==> src/rtl/alu.sv <==
// Registered RV32I I-type ALU (ADDI/ORI/XORI/ANDI/SLLI/SRLI/SRAI), one-cycle latency.
// Optional multi-enable detection is compiled in with `define ALU_ONEHOT_CHECK_EN.
module alu (
    input  logic        clk,
    input  logic        rst,
    input  logic        addi_en,
    input  logic        ori_en,
    input  logic        xori_en,
    input  logic        andi_en,
    input  logic        slli_en,
    input  logic        srli_en,
    input  logic        srai_en,
    input  logic [31:0] rd_data,
    input  logic [11:0] imm,
    output logic [31:0] alu_out,
    output logic        out_valid,
    output logic        sel_err
);

    logic [31:0] w_simm;
    logic [4:0]  w_shamt;
    logic [6:0]  w_en;
    logic        w_any;
    logic [31:0] w_add;
    logic [31:0] w_or;
    logic [31:0] w_xor;
    logic [31:0] w_and;
    logic [31:0] w_sll;
    logic [31:0] w_srl;
    logic [31:0] w_sra;
    logic [31:0] w_prio;
    logic [31:0] w_result;

    logic [31:0] r_alu_out;
    logic        r_out_valid;

    assign w_simm  = {{20{imm[11]}}, imm};
    assign w_shamt = imm[4:0];
    assign w_en    = {addi_en, ori_en, xori_en, andi_en, slli_en, srli_en, srai_en};
    assign w_any   = |w_en;

    assign w_add = rd_data + w_simm;
    assign w_or  = rd_data | w_simm;
    assign w_xor = rd_data ^ w_simm;
    assign w_and = rd_data & w_simm;
    assign w_sll = rd_data << w_shamt;
    assign w_srl = rd_data >> w_shamt;
    assign w_sra = $unsigned($signed(rd_data) >>> w_shamt);

    // Fixed priority resolves overlapping enables, addi highest.
    always_comb begin
        w_prio = 32'd0;
        if (addi_en)      w_prio = w_add;
        else if (ori_en)  w_prio = w_or;
        else if (xori_en) w_prio = w_xor;
        else if (andi_en) w_prio = w_and;
        else if (slli_en) w_prio = w_sll;
        else if (srli_en) w_prio = w_srl;
        else if (srai_en) w_prio = w_sra;
    end

`ifdef ALU_ONEHOT_CHECK_EN
    logic w_multi;
    logic r_sel_err;

    // Clearing the lowest set bit leaves something only if two or more are set.
    assign w_multi  = |(w_en & (w_en - 7'd1));
    assign w_result = w_multi ? 32'd0 : w_prio;

    always_ff @(posedge clk or posedge rst) begin
        if (rst) begin
            r_sel_err <= 1'b0;
        end else begin
            r_sel_err <= w_multi;
        end
    end

    assign sel_err = r_sel_err;
`else
    assign w_result = w_prio;
    assign sel_err  = 1'b0;
`endif

    always_ff @(posedge clk or posedge rst) begin
        if (rst) begin
            r_alu_out   <= 32'd0;
            r_out_valid <= 1'b0;
        end else begin
            r_out_valid <= w_any;
            if (w_any) begin
                r_alu_out <= w_result;
            end
        end
    end

    assign alu_out   = r_alu_out;
    assign out_valid = r_out_valid;

endmodule

==> config.mk <==
export PLATFORM = sky130hd
export DESIGN_NAME = alu
export DESIGN_NICKNAME = d
export VERILOG_FILES = /design/src/rtl/alu.sv
export SDC_FILE = /design/constraint.sdc
export NUM_CORES = 1
export LEC_CHECK = 0
export ABC_CLOCK_PERIOD_IN_PS = 1300
export BUFFER_PORTS_ARGS = -buffer_cell sky130_fd_sc_hd__buf_4
export CAP_MARGIN = 5
export CORE_MARGIN = 2
export CORE_UTILIZATION = 30
export DETAILED_ROUTE_END_ITERATION = 8
export PLACE_DENSITY = 0.55
export SYNTH_ARGS = -nofsm -noshare
export SYNTH_HDL_FRONTEND = slang
export SYNTH_SLANG_ARGS = --single-unit
==> constraint.sdc <==
create_clock -name clk -period 1.3 [get_ports clk]
set_input_delay 0.13 -clock clk [delete_from_list [all_inputs] [get_ports clk]]
set_output_delay 0.13 -clock clk [all_outputs]
set_load 0.01 [all_outputs]
# Yosys cells after proc, flatten, opt, wreduce, memory -nomap -nowiden
# Cells that the tools add are included.
# word_totals
register_bits,33
input_bits,53
output_inout_bits,34
# classes
n_shift,3
muxes,7
bitwise_logic,3
addsub,1
n_reduce_logical,1
# ops
cell,n
32-bit 2-to-1 mux,7
32-bit adder,1
32-bit bitwise AND,1
32-bit bitwise OR,1
32-bit by 5-bit << shifter with 32-bit output,1
32-bit by 5-bit >> shifter with 32-bit output,1
32-bit by 5-bit >>> shifter with 32-bit output,1
32-bit bitwise XOR,1
7-bit OR reduction,1

# Logic depth before layout (Yosys ltp)
# depth
word_depth,8
mapped_depth,15

# Worst setup path after synthesis
# OpenSTA, ideal clock, no wires.
# synth_timing
path_type,input-to-reg
from,in imm[4]
to,"reg r_alu_out[28], in the netlist alu_out[28]"
stages,15
path_buffers,4
arrival_time_ns,2.912
path_slack_ns,-1.706
path_cell_list,buf_2 > inv_1 > clkbuf_1 > clkbuf_1 > ha_1 > clkbuf_1 > nand3_1 > o2111ai_1 > nand4_1 > a211oi_1 > o21ai_0 > a21boi_0 > nor3_1 > a21o_1 > a211oi_1
# synth_via
elab_chain_len,8
# synth_lines
element,line,rtl
from (decl),14,"input logic [11:0] imm,"
32-bit by 5-bit >>> shifter with 32-bit output,48,assign w_sra = $unsigned($signed(rd_data) >>> w_shamt);
32-bit 2-to-1 mux,59,else if (srai_en) w_prio = w_sra;
32-bit 2-to-1 mux,58,else if (srli_en) w_prio = w_srl;
32-bit 2-to-1 mux,57,else if (slli_en) w_prio = w_sll;
32-bit 2-to-1 mux,56,else if (andi_en) w_prio = w_and;
32-bit 2-to-1 mux,55,else if (xori_en) w_prio = w_xor;
32-bit 2-to-1 mux,54,else if (ori_en) w_prio = w_or;
32-bit 2-to-1 mux (*),53,if (addi_en) w_prio = w_add;
to (signal assigned),91,r_alu_out <= w_result;
to (decl),34,logic [31:0] r_alu_out;
# Mark *: on every way between the ends. The rest lies on a longest branch, timed or not.
# A chain may end at the register's enable or synchronous reset.

# Final worst setup path
# layout_timing
from,in imm[11]
to,"reg r_alu_out[23], in the netlist alu_out[23]"
# layout_via
elab_chain_len,5
# layout_lines
element,line
branches (longest 4 deep; another with 32-bit adder),n/a
32-bit 2-to-1 mux (*),53
# Mark *: on every way between the ends.

==> results.sh <==
export IMPL_nets=1658
export IMPL_finClkSkew_ns=0
export IMPL_die_h_um=170.3
export IMPL_drv_cap=0
export IMPL_cp_end_kind="register"
export IMPL_power_density_nw_per_um2=639.0
export IMPL_reg2reg_from="alu_out[23]"
export IMPL_vias_per_cell=5.797
export IMPL_hold_path_class="in2reg"
export IMPL_syn_to_final_growth_pct=67.76
export IMPL_fin_util_pct=51.51
export IMPL_setup_viol=32
export IMPL_dp_hpwl_um=35390
export IMPL_initial_core_util_pct=30.70
export IMPL_routed_wirelength_um=44010
export IMPL_yosysMostFrequentCell="nor2_1"
export IMPL_clk_pin_slew_ns=0.07
export IMPL_num_vias=10905
export IMPL_ir_drop_mv=0.5128
export IMPL_hold_start="addi_en"
export IMPL_violations="setup timing"
export IMPL_synth_edff_count=0
export IMPL_dieArea_um2=29010
export IMPL_netlist_instances=1106
export IMPL_drv_slew=0
export IMPL_cp_slowest_cell="ha_4"
export IMPL_cp_max_fo=5
export IMPL_dp_cells=1830
export IMPL_drt_iter0_markers=983
export IMPL_fin_crit_ns=2.304
export IMPL_drive_above_1_share_pct=50.84
export IMPL_grt_pass1_wl_um=65960
export IMPL_clkSinkCount=33
export IMPL_postRouteAntennaNets=0
export IMPL_worstSetupStartpointType="input pin"
export IMPL_synth_distinct_cells=73
export IMPL_wl_per_cell_um=23.40
export IMPL_synth_top_area_cell="mux4_2"
export IMPL_critical_path_class="in2reg"
export IMPL_layout_setup_ws_ns=-1.004
export IMPL_yosysTopAreaCellShare_pct=13.84
export IMPL_synthArstFlopShare_pct=100.0
export IMPL_synth_top_cells_by_area="mux4_2 14%, dfrtp_1 10%, ha_1 9.8%"
export IMPL_hold_viol_final=0
export IMPL_cts_root_buf="clkbuf_16"
export IMPL_htreeDepth=2
export IMPL_diodes=0
export IMPL_antenna_found_initial=1
export IMPL_coreArea_um2=27030
export IMPL_cts_tree="built"
export IMPL_yosys_top_cells_count="128 x nor2_1, 114 x a21oi_1, 100 x nand2_1"
export IMPL_synth_seq_area_share_pct=9.952
export IMPL_tightest_slew_ns=0.7503
export IMPL_timing_final_crit_share_pct=177.2
export IMPL_num_rows=60
export IMPL_nFillCells=2652
export IMPL_cp_startpoint="imm[11]"
export IMPL_syn_nets=1225
export IMPL_fin_tns_setup_ns=-26.55
export IMPL_outcome="complete, but fails checks"
export IMPL_track_usage_pct=30.21
export IMPL_required_ns=1.47
export IMPL_grt_max_degree=57
export IMPL_arrival_ns=2.47
export IMPL_p_leak_nw=6.193
export IMPL_overflow=0
export IMPL_ys_warnings_count=0
export IMPL_ys_seq_elements=33
export IMPL_rsz0062_at_grt="true"
export IMPL_max_freq_ghz=0.4341
export IMPL_gp_congestion=1.043
export IMPL_synth_area_um2=8298
export IMPL_slew_headroom_pct=49.80
export IMPL_synth_flop_cell="dfrtp_1"
export IMPL_drtPass1Iterations=7
export IMPL_critPathMaxStageDelay_ns=0.29
export IMPL_io_buffers=85
export IMPL_fin_cells=1881
export IMPL_cts_buffer_depth=2
export IMPL_grt_pass1_vias=10864
export IMPL_crit_chain="buf_8 > clkinvlp_4 > buf_12 > ha_4 > nand2_1 > o21ai_1 > nor2b_2 > a211oi_2 > buf_4 > and2_4 > buf_6 > o21ba_4 > o21bai_1 > xnor2_1 > a21oi_1"
export IMPL_cts_buffers=5
export IMPL_clk_latency_ns=0.29
export IMPL_remaining_drc_errors=0
export IMPL_ios=87
export IMPL_die_w_um=170.3
export IMPL_whs_ns=0.3008
export IMPL_syn_area_per_cell_um2=7.503
timing repair:
item	4_1_cts	5_1_grt
hold endpoints to repair	33	0
setup buffers	35	10
setup endpoints to repair	33	33
cloned	4	0
pin swaps	104	57
gates resized for setup	212	53
hold buffers	1	0
stage by stage:
stage	setup slack [ns]	instance area, µm²	total power [mW]
after floorplan	-1.198	8730	3.992
after global placement	-1.459	12180	6.575
after detailed placement	-1.466	12180	6.594
after CTS	-0.9671	13620	8.614
after global routing	-1.088	13920	9.337
final	-1.004	13920	8.896
cells by family (layout without fill, tap and decap cells):
| kind of cell | count (synthesis) | count (layout) | share of synthesized area, % |
|---|---|---|---|
| buffers and inverters | 167 | 601 | 8.715 |
| AND/OR/NAND/NOR | 319 | 319 | 16.75 |
| AO/OA/AOI/OAI | 384 | 384 | 30.50 |
| XOR/XNOR | 24 | 24 | 2.533 |
| adder cells (fa/ha/maj) | 66 | 66 | 10.04 |
| multiplexers | 112 | 112 | 21.46 |
| flip-flops | 33 | 33 | 9.952 |
| other | 1 | 1 | 0.04519 |
final timing paths:
path | endpoint | depth (start not counted) | slack (ns)
max | alu_out[23] | 15 | -1.00
min | alu_out[15] | 4 | 0.30
max reg2reg | alu_out[23] | 5 | -0.08
min reg2reg | alu_out[0] | 2 | 0.51
max in group asynchronous | alu_out[19] | 4 | 0.64
min in group asynchronous | alu_out[7] | 4 | 0.46
state kept, by name, indices dropped and copies added (netlist names):
signal and cells:
out_valid 1, alu_out 32
power by group:
group          internal [mW]  switching, mW
Combinational           3.09           3.15
Clock                  0.815          0.550
Sequential              1.19          0.107
cell usage in the layout, fill, tap and decap left out, drive strengths merged, types with 8 or more instances in the layout:
| cell | count |
|---|---|
| mux4 | 51 |
| dfrtp | 33 |
| nor3 | 13 |
| o22ai | 10 |
| nand4 | 9 |
| ha | 65 |
| xor2 | 11 |
| xnor2 | 13 |
| buf | 519 |
| a221oi | 10 |
| a22oi | 9 |
| a21oi | 114 |
| nand2b | 10 |
| o21ai | 70 |
| inv | 69 |
| mux2 | 14 |
| a21o | 20 |
| o211ai | 19 |
| a31oi | 14 |
| o221ai | 11 |
| nor2 | 128 |
| and3 | 8 |
| nand2 | 100 |
| a221o | 8 |
| mux2i | 47 |
| nand3 | 21 |
| a211oi | 29 |
layer usage:
layer | vias to the layer above | global-route usage (%) | routed length, µm
met4 | 2 | 14.83 | 2556
met3 | 115 | 4.884 | 3271
met1 | 5233 | 40.13 | 18590
met5 | - | 0 | 10
li1 | 5019 | - | -
met2 | 536 | 47.60 | 19580
critical path: cells and delay by family:
kind                       cells  cell delay, ns
buffers and inverters          5            0.74
AOI/OAI and AO/OA              5            0.71
adders and majority gates      1            0.29
and+or+nand+nor                3            0.47
xor gates and xnor gates       1            0.14
cell type report:
cell class	instances	area [µm²]	share of cell area, %
flip-flops and latches	33	825.8	5.932
well taps	341	426.7	3.065
inverters	72	292.8	2.103
clock inverters	1	5.005	0.03595
repair buffers	521	4340	31.18
multi-input cells	906	7878	56.59
clock buffers	7	152.6	1.097
Note: power is estimated with default switching activity, not from simulation.
